--- src/rtl/key_repeat_gen.sv ---
// Set-key conditioner: 2-FF synchroniser, SMPL-tick debouncer and press/hold/auto-repeat FSM producing one-CLK INC pulses.
// Optional KEY_ACCEL_EN: halves the repeat period after ACCEL_AFTER repeat pulses.
module key_repeat_gen #(
    parameter int unsigned DB_CNT      = 4,
    parameter int unsigned FIRST_DLY   = 50,
    parameter int unsigned RPT_PERIOD  = 10,
    parameter int unsigned ACCEL_AFTER = 8
) (
    input  logic CLK,
    input  logic RST,
    input  logic SMPL,
    input  logic KEY_IN,
    input  logic RPT_EN,
    output logic INC,
    output logic PRESSED,
    output logic LONG
);
    typedef enum logic [1:0] {ST_IDLE, ST_HOLD, ST_REPEAT} state_e;

    localparam logic [8:0] DB_LIM    = 9'(DB_CNT);
    localparam logic [8:0] FIRST_LIM = 9'(FIRST_DLY);
    localparam logic [8:0] RPT_LIM   = 9'(RPT_PERIOD);

    logic       k_meta_q, k_s_q;
    logic [7:0] db_cnt_q, db_cnt_d;
    logic       pressed_q, pressed_d;
    state_e     state_q, state_d;
    logic [7:0] rpt_cnt_q, rpt_cnt_d;
    logic       inc_q, inc_d;
    logic       long_q, long_d;
    logic       rpt_pulse;
    logic       tick;
    logic [8:0] db_next, rpt_next, period;

    // Debounced level toggles after DB_CNT consecutive disagreeing samples.
    always_comb begin
        db_cnt_d  = db_cnt_q;
        pressed_d = pressed_q;
        db_next   = {1'b0, db_cnt_q} + 9'd1;
        if (SMPL) begin
            if (k_s_q != pressed_q) begin
                if (db_next >= DB_LIM) begin
                    pressed_d = ~pressed_q;
                    db_cnt_d  = '0;
                end else begin
                    db_cnt_d = db_next[7:0];
                end
            end else begin
                db_cnt_d = '0;
            end
        end
    end

`ifdef KEY_ACCEL_EN
    localparam logic [4:0] ACCEL_LIM = (ACCEL_AFTER > 15) ? 5'd16 : 5'(ACCEL_AFTER);
    localparam logic [8:0] RPT_FAST  = (RPT_PERIOD / 2 == 0) ? 9'd1 : 9'(RPT_PERIOD / 2);

    logic [3:0] accel_q, accel_d;

    always_comb begin
        accel_d = accel_q;
        if (!pressed_d) begin
            accel_d = '0;
        end else if (rpt_pulse && accel_q != 4'hF) begin
            accel_d = accel_q + 4'd1;
        end
    end

    always_ff @(posedge CLK) begin
        if (RST) begin
            accel_q <= '0;
        end else begin
            accel_q <= accel_d;
        end
    end

    assign period = ({1'b0, accel_q} >= ACCEL_LIM) ? RPT_FAST : RPT_LIM;
`else
    assign period = RPT_LIM;
`endif

    // A SMPL arriving while INC is still high is skipped so pulses never abut.
    assign tick = SMPL && !inc_q;

    // Release is judged on pressed_d so it beats a same-tick repeat threshold.
    always_comb begin
        state_d   = state_q;
        rpt_cnt_d = rpt_cnt_q;
        inc_d     = 1'b0;
        rpt_pulse = 1'b0;
        rpt_next  = {1'b0, rpt_cnt_q} + 9'd1;
        case (state_q)
            ST_IDLE: begin
                rpt_cnt_d = '0;
                if (pressed_q && pressed_d) begin
                    state_d = ST_HOLD;
                    inc_d   = 1'b1;
                end
            end
            ST_HOLD: begin
                if (tick) begin
                    if (RPT_EN && rpt_next >= FIRST_LIM) begin
                        state_d   = ST_REPEAT;
                        rpt_cnt_d = '0;
                        inc_d     = 1'b1;
                        rpt_pulse = 1'b1;
                    end else if (rpt_next >= FIRST_LIM) begin
                        rpt_cnt_d = FIRST_LIM[7:0];
                    end else begin
                        rpt_cnt_d = rpt_next[7:0];
                    end
                end
            end
            ST_REPEAT: begin
                if (!RPT_EN) begin
                    rpt_cnt_d = '0;
                end else if (tick) begin
                    if (rpt_next >= period) begin
                        rpt_cnt_d = '0;
                        inc_d     = 1'b1;
                        rpt_pulse = 1'b1;
                    end else begin
                        rpt_cnt_d = rpt_next[7:0];
                    end
                end
            end
            default: state_d = ST_IDLE;
        endcase
        if (!pressed_d) begin
            state_d   = ST_IDLE;
            rpt_cnt_d = '0;
            inc_d     = 1'b0;
            rpt_pulse = 1'b0;
        end
        long_d = (state_d == ST_REPEAT);
    end

    always_ff @(posedge CLK) begin
        if (RST) begin
            k_meta_q  <= 1'b0;
            k_s_q     <= 1'b0;
            db_cnt_q  <= '0;
            pressed_q <= 1'b0;
            state_q   <= ST_IDLE;
            rpt_cnt_q <= '0;
            inc_q     <= 1'b0;
            long_q    <= 1'b0;
        end else begin
            k_meta_q  <= KEY_IN;
            k_s_q     <= k_meta_q;
            db_cnt_q  <= db_cnt_d;
            pressed_q <= pressed_d;
            state_q   <= state_d;
            rpt_cnt_q <= rpt_cnt_d;
            inc_q     <= inc_d;
            long_q    <= long_d;
        end
    end

    assign INC     = inc_q;
    assign PRESSED = pressed_q;
    assign LONG    = long_q;

endmodule

--- config.mk ---
export PLATFORM = sky130hd
export DESIGN_NAME = key_repeat_gen
export DESIGN_NICKNAME = d
export VERILOG_FILES = /design/src/rtl/key_repeat_gen.sv
export SDC_FILE = /design/constraint.sdc
export NUM_CORES = 1
export LEC_CHECK = 0
export CORE_MARGIN = 8
export CORE_UTILIZATION = 53
export CTS_BUF_LIST = sky130_fd_sc_hd__clkbuf_16
export CTS_CLUSTER_DIAMETER = 80
export DETAILED_ROUTE_END_ITERATION = 10
export PLACE_DENSITY = 0.75
export SLEW_MARGIN = 10
export SYNTH_ARGS = -nofsm -noshare
export SYNTH_HDL_FRONTEND = slang
export SYNTH_SLANG_ARGS = --single-unit
--- constraint.sdc ---
create_clock -name CLK -period 1.8 [get_ports CLK]
set_input_delay 0.54 -clock CLK [delete_from_list [all_inputs] [get_ports CLK]]
set_output_delay 0.54 -clock CLK [all_outputs]
set_load 0.01 [all_outputs]
Word level (Yosys, flattened, before mapping)
Index checks and enable logic that the tools add are counted.

storage, ports and cells
  memories kept = 0
  ROM bits = 0
  word-level logic and storage cells = 53
  output and inout bits = 3
  flip-flop bits (word level) = 23
  input bits = 5
  RAM bits = 0
  bits in latches = 0

cells by class
  order comparisons = 3
  reduce and logical (&&, ||, !) cells = 8
  divide/modulo/power cells = 0
  bitwise operators = 2
  add/sub/neg operators = 2
  equal/unequal tests = 6
  mux-type cells = 24
  shifts and indexed selects = 0
  multipliers = 0

operator list
  cell                 count
  $mux 8               8
  $pmux 8 s3           1
  $add 8x1->9 const B  2
  $ge 9x3->1 const B   1
  $ge 9x4->1 const B   1
  $ge 9x6->1 const B   1
  $mux 1               9
  $mux 2               4
  $pmux 2 s3           1
  $eq 2x2->1 const B   2
  $logic_and 1x1->1    3
  $ne 3x3->1 const B   1
  $pmux 1 s3           1
  $reduce_and 3->1     1
  $reduce_bool 3->1    1
  $eq 2x1->1 const B   1
  $logic_not 2->1      1
  $ne 2x2->1 const B   1
  $not 1->1            2
  $reduce_or 2->1      1
  $logic_not 1->1      1
  $ne 1x1->1           1

Depth between registers and ports, before layout
  depth in word-level cells = 10
  depth in mapped cells = 9
  depth with buffers taken out = 8

Worst setup path before layout
Ideal clock, no wire load.

  kind = flip-flop to flip-flop
  start point = register rpt_cnt_q[0]
  end point = register state_q[0]
  data arrival time = 1.899 ns
  required time = 1.734 ns
  clock period less this slack = 1.965 ns
  setup time = 0.066 ns
  buffers on the path = 1
  stages on the path, launching flop included = 9
  setup slack = -0.165 ns
  cells stage by stage = dfxtp_1 -> ha_1 -> buf_2 -> nor2b_1 -> nor4b_2 -> a32oi_2 -> o21a_4 -> a2111oi_2 -> nor2b_1

on the way
  cells in the longest elaborated chain, start to end = 7

RTL lines
  item                    line  source
  start, declared         28    logic [7:0] rpt_cnt_q, rpt_cnt_d;
  start signal, assigned  154   rpt_cnt_q <= rpt_cnt_d;
  $add 8x1->9             91    rpt_next = {1'b0, rpt_cnt_q} + 9'd1;
  $ge 9x6->1              102   if (RPT_EN && rpt_next >= FIRST_LIM) begin
  $logic_and 1x1->1       102
  $mux 2                  102
  $mux 2                  101   if (tick) begin
  $pmux 2 s3              92    case (state_q)
  $mux 2                  129   if (!pressed_d) begin
  end signal, assigned    153   state_q <= state_d;
  end, declared           27    state_e state_q, state_d;

Every way passes these cells.
A chain may end at the register's enable or synchronous reset.

Worst setup path in the final report
  start point = register rpt_cnt_q[1]
  end point = register state_q[0]

The elaborated chain is that of the path after synthesis.

==> impl_metrics.py <==
metrics = {
    "timing": {
        "maxSlewViolCount": 0,
        "fin_hold_ws_ns": 0.4531,
        "maxSlewHeadroom_pct": 74.24,
        "rsz0062_at_grt": "true",
        "worst_pin_slew_ns": 0.3842,
        "finalWorstSetupSlack_ns": -0.2657,
        "setup_viol": 10,
        "min_period_over_period_pct": 114.8,
        "fin_skew_ns": 0.001706,
        "min_period_ns": 2.066,
        "finalHoldViolations": 0,
        "max_freq_mhz": 484.1,
    },
    "cts": {
        "ctsLongestPathBuffers": 2,
        "clock-root-buffer": "clkbuf_16",
        "path_clk_slew_ns": 0.06,
        "clock_latency_ns": 0.26,
        "cts_max_level": 1,
        "postCtsHoldBufs": 0,
        "numCtsBuffers": 3,
        "cts_tree": "built",
        "cts.sinks": 23,
    },
    "synthesis": {
        "synth_cells": 169,
        "netlist_area_sq_mm": 0.001478,
        "synth-edff-count": 0,
        "yosysTopAreaCellShare_pct": 31.16,
        "ys_warn_count": 0,
        "syn_avg_cell_area_sq_um": 8.744,
        "yosys.area.top_type": "dfxtp_1",
        "synth-seq-area-share_pct": 31.16,
        "synth_nets": 185,
        "ys_ff_latch": 23,
        "synthArstFlopShare_pct": 0,
        "synth-main-ff-cell": "dfxtp_1",
        "synth_cell_type_count": 50,
        "synth.area.top_cells": "dfxtp_1 (31%), ha_1 (9.3%), and2_1 (4.7%), nor3_1 (3.0%), nand2b_1 (3.0%)",
    },
    "placement": {
        "place.gp.congestion": 0.8457,
        "place.port_buffers": 7,
        "place_area_sq_mm": 0.001902,
        "post-dp-hpwl_mm": 2.924,
    },
    "power_and_ir_drop": {
        "p_total_mw": 1.048,
        "cellLeakagePower_nw": 0.8756,
        "swShare_pct": 20.70,
        "intPower_mw": 0.8310,
        "pwr-share-clk_pct": 47.6,
        "powerDensity_mw_per_mm2": 459.6,
        "comb_power_share_pct": 3.6,
        "seqPwrFrac_pct": 48.7,
        "p_switching_mw": 0.2169,
        "peakVddDrop_mv": 0.6561,
    },
    "detailed_routing": {
        "routed_via_density": 5.988,
        "drc": 0,
        "wirelength_mm": 4.643,
        "num_vias": 1497,
        "drt_iter0_drc": 105,
        "avgRoutedWirePerCell_um": 18.57,
        "first_pass_iters": 4,
        "ant_nets": 0,
    },
    "setup_path": {
        "rrSetupSlack_ns": -0.27,
        "timing.rr.end": "state_q[0]$_SDFF_PP0_",
        "worstPathArrival_ns": 2.27,
        "crit_type": "reg -> reg",
        "worstReg2RegStart": "rpt_cnt_q[1]$_SDFFE_PP0P_",
        "critical_path_required_ns": 2.00,
        "worstSetupStartpointType": "register",
        "crit_path_max_fanout": 7,
        "critPathCaptureType": "register",
        "cp_cell_sequence": "ha_4 -> buf_6 -> nor2b_4 -> nor4b_4 -> a32oi_2 -> o21a_4 -> a2111oi_4 -> nor2b_1",
        "cp_slowest_stage_delay_ns": 0.40,
        "slowest_stage": "dfxtp_4",
        "reg2reg_depth": 8,
    },
    "flow_run": {
        "drv_cap": 0,
    },
    "outcome": {
        "violations": "setup timing",
        "outcome": "complete, but fails checks",
    },
    "global_routing": {
        "grt_first_pass_wirelength_mm": 6.720,
        "gr-total-overflow": 0,
        "grt_use_total_pct": 18.42,
        "antenna_found_initial": 0,
        "grt_max_degree": 15,
        "grt_pass1_vias": 1533,
    },
    "cells_and_area": {
        "nFillCells": 143,
        "stdcell_area_sq_mm": 0.002280,
        "antenna_cells": 0,
        "drive_above_1_share_pct": 47.49,
        "syn_to_final_growth_pct": 54.28,
        "finalNetCount": 236,
    },
    "worst_hold_path": {
        "min_path_type": "reg -> reg",
        "hold_depth": 1,
        "hp-start": "k_meta_q$_SDFF_PP0_",
        "min_delay_worst_endpoint": "k_s_q$_SDFF_PP0_",
    },
    "die": {
        "die_w_um": 68.80,
        "start_util_pct": 54.52,
        "dieArea_sq_mm": 0.004733,
        "io_pins": 8,
        "die_y_um": 68.80,
        "row_count": 19,
        "fp.coreArea_sq_mm": 0.002710,
    },
}
[kinds of logic after synthesis]
group                    after synthesis  synth area share (%)
AND/OR/NAND/NOR                       77                 31.08
AO/OA/AOI/OAI                         38                 19.64
flip-flops                            23                 31.16
buffers and inverters                 16                 6.096
adder cells (fa/ha/maj)               11                 9.314
XOR/XNOR                               3                 1.778
multiplexers                           1                0.9312
[power by group through the flow]
stage | registers [mW] | logic, mW | clock network (mW)
3_3_place_gp | 0.523 | 0.0336 | 0
2_1_floorplan | 0.523 | 0.0108 | 0
6_report | 0.511 | 0.0382 | 0.499
3_5_place_dp | 0.523 | 0.0350 | 0
4_1_cts | 0.510 | 0.0359 | 0.496
5_1_grt | 0.510 | 0.0400 | 0.526
[sequential cells by signal, summed over array words and instances, names as in the netlist]
register,flops
INC,1
rpt_cnt_q,8
PRESSED,1
k_meta_q,1
k_s_q,1
state_q,2
LONG,1
db_cnt_q,8
[how the worst max path moves through the flow]
stage | from | slack, ns | endpoint | cells past startpoint
after global placement | SMPL | -0.27 | INC$_SDFF_PP0_ | 5
after detailed placement | rpt_cnt_q[1]$_SDFFE_PP0P_ | -0.38 | state_q[0]$_SDFF_PP0_ | 7
after floorplan | rpt_cnt_q[0]$_SDFFE_PP0P_ | -0.13 | state_q[0]$_SDFF_PP0_ | 8
after global routing | rpt_cnt_q[1]$_SDFFE_PP0P_ | -0.39 | INC$_SDFF_PP0_ | 7
final | rpt_cnt_q[1]$_SDFFE_PP0P_ | -0.27 | state_q[0]$_SDFF_PP0_ | 8
after CTS | rpt_cnt_q[1]$_SDFFE_PP0P_ | -0.20 | state_q[0]$_SDFF_PP0_ | 7
[layer usage]
layer	track usage (%)	wire (um)	vias to the layer above
met5	0	0	-
met3	3.716	174	18
met2	34.73	2490	46
met4	8.020	177	0
li1	-	-	717
met1	19.19	1800	716
[worst max-delay path, delay by kind of cell (launching register included)]
kind / cells / cell delay [ns]
compound gates: 3 / 0.77
fa+ha+maj: 1 / 0.19
buf+inv: 1 / 0.14
flops: 1 / 0.40
simple gates: 3 / 0.51
[cell usage in the layout (no fill, tap or decap), types with 2 or more instances in the layout]
| cell | n |
|---|---|
| ha_1 | 7 |
| nor2b_1 | 3 |
| a31oi_1 | 2 |
| nor4_1 | 2 |
| inv_1 | 6 |
| o211ai_1 | 2 |
| nor2b_4 | 2 |
| nor4b_4 | 3 |
| buf_4 | 45 |
| and2_1 | 10 |
| nor2_1 | 7 |
| nand3b_1 | 3 |
| a21oi_1 | 4 |
| dfxtp_2 | 6 |
| a22o_1 | 4 |
| clkdlybuf4s50_1 | 7 |
| nand2b_1 | 6 |
| a21oi_2 | 3 |
| clkbuf_16 | 3 |
| nor3_1 | 6 |
| nor3_2 | 3 |
| nor4b_2 | 2 |
| buf_6 | 3 |
| nand3_1 | 5 |
| dfxtp_4 | 2 |
| dfxtp_1 | 15 |
| a211oi_2 | 3 |
| nor2_2 | 2 |
| xnor2_1 | 2 |
| nand2_1 | 8 |
| ha_4 | 3 |
[through the flow]
step                      setup TNS, ns  setup WS (ns)  utilization [%]  cells
after CTS                        -1.558        -0.1988            76.87    247
final                            -2.212        -0.2657            84.12    250
after global routing             -3.176        -0.3896            84.12    250
after detailed placement         -3.519        -0.3831            70.18    239
after global placement           -2.665        -0.2670            70.18    239
after floorplan                 -0.6112        -0.1333                -    169
[final cells by class]
cell class                 count  area, sq um  area share (%)
sequential                    23        475.5           20.86
tap                           31        38.79           1.701
timing repair buffer          55        441.7           19.37
multi-input combinational    130         1216           53.35
inverter                       7        26.28           1.153
clock inverter                 1        6.256          0.2744
clock buffer                   3        75.07           3.293
[repair_timing]
item | CTS | global route
buffers inserted | 4 | 3
setup endpoints to repair | 11 | 12
resized for setup | 18 | 37
pin swaps | 10 | 7
[cell usage after synthesis (5+ instances only)]
cell	n
and2_1	11
nor2_1	9
a21oi_1	8
nand2b_1	7
nor3_1	9
dfxtp_1	23
inv_1	7
nand3_1	6
nand2_1	9
ha_1	11
nor2b_1	5
Power figures use the tool's default switching activity.
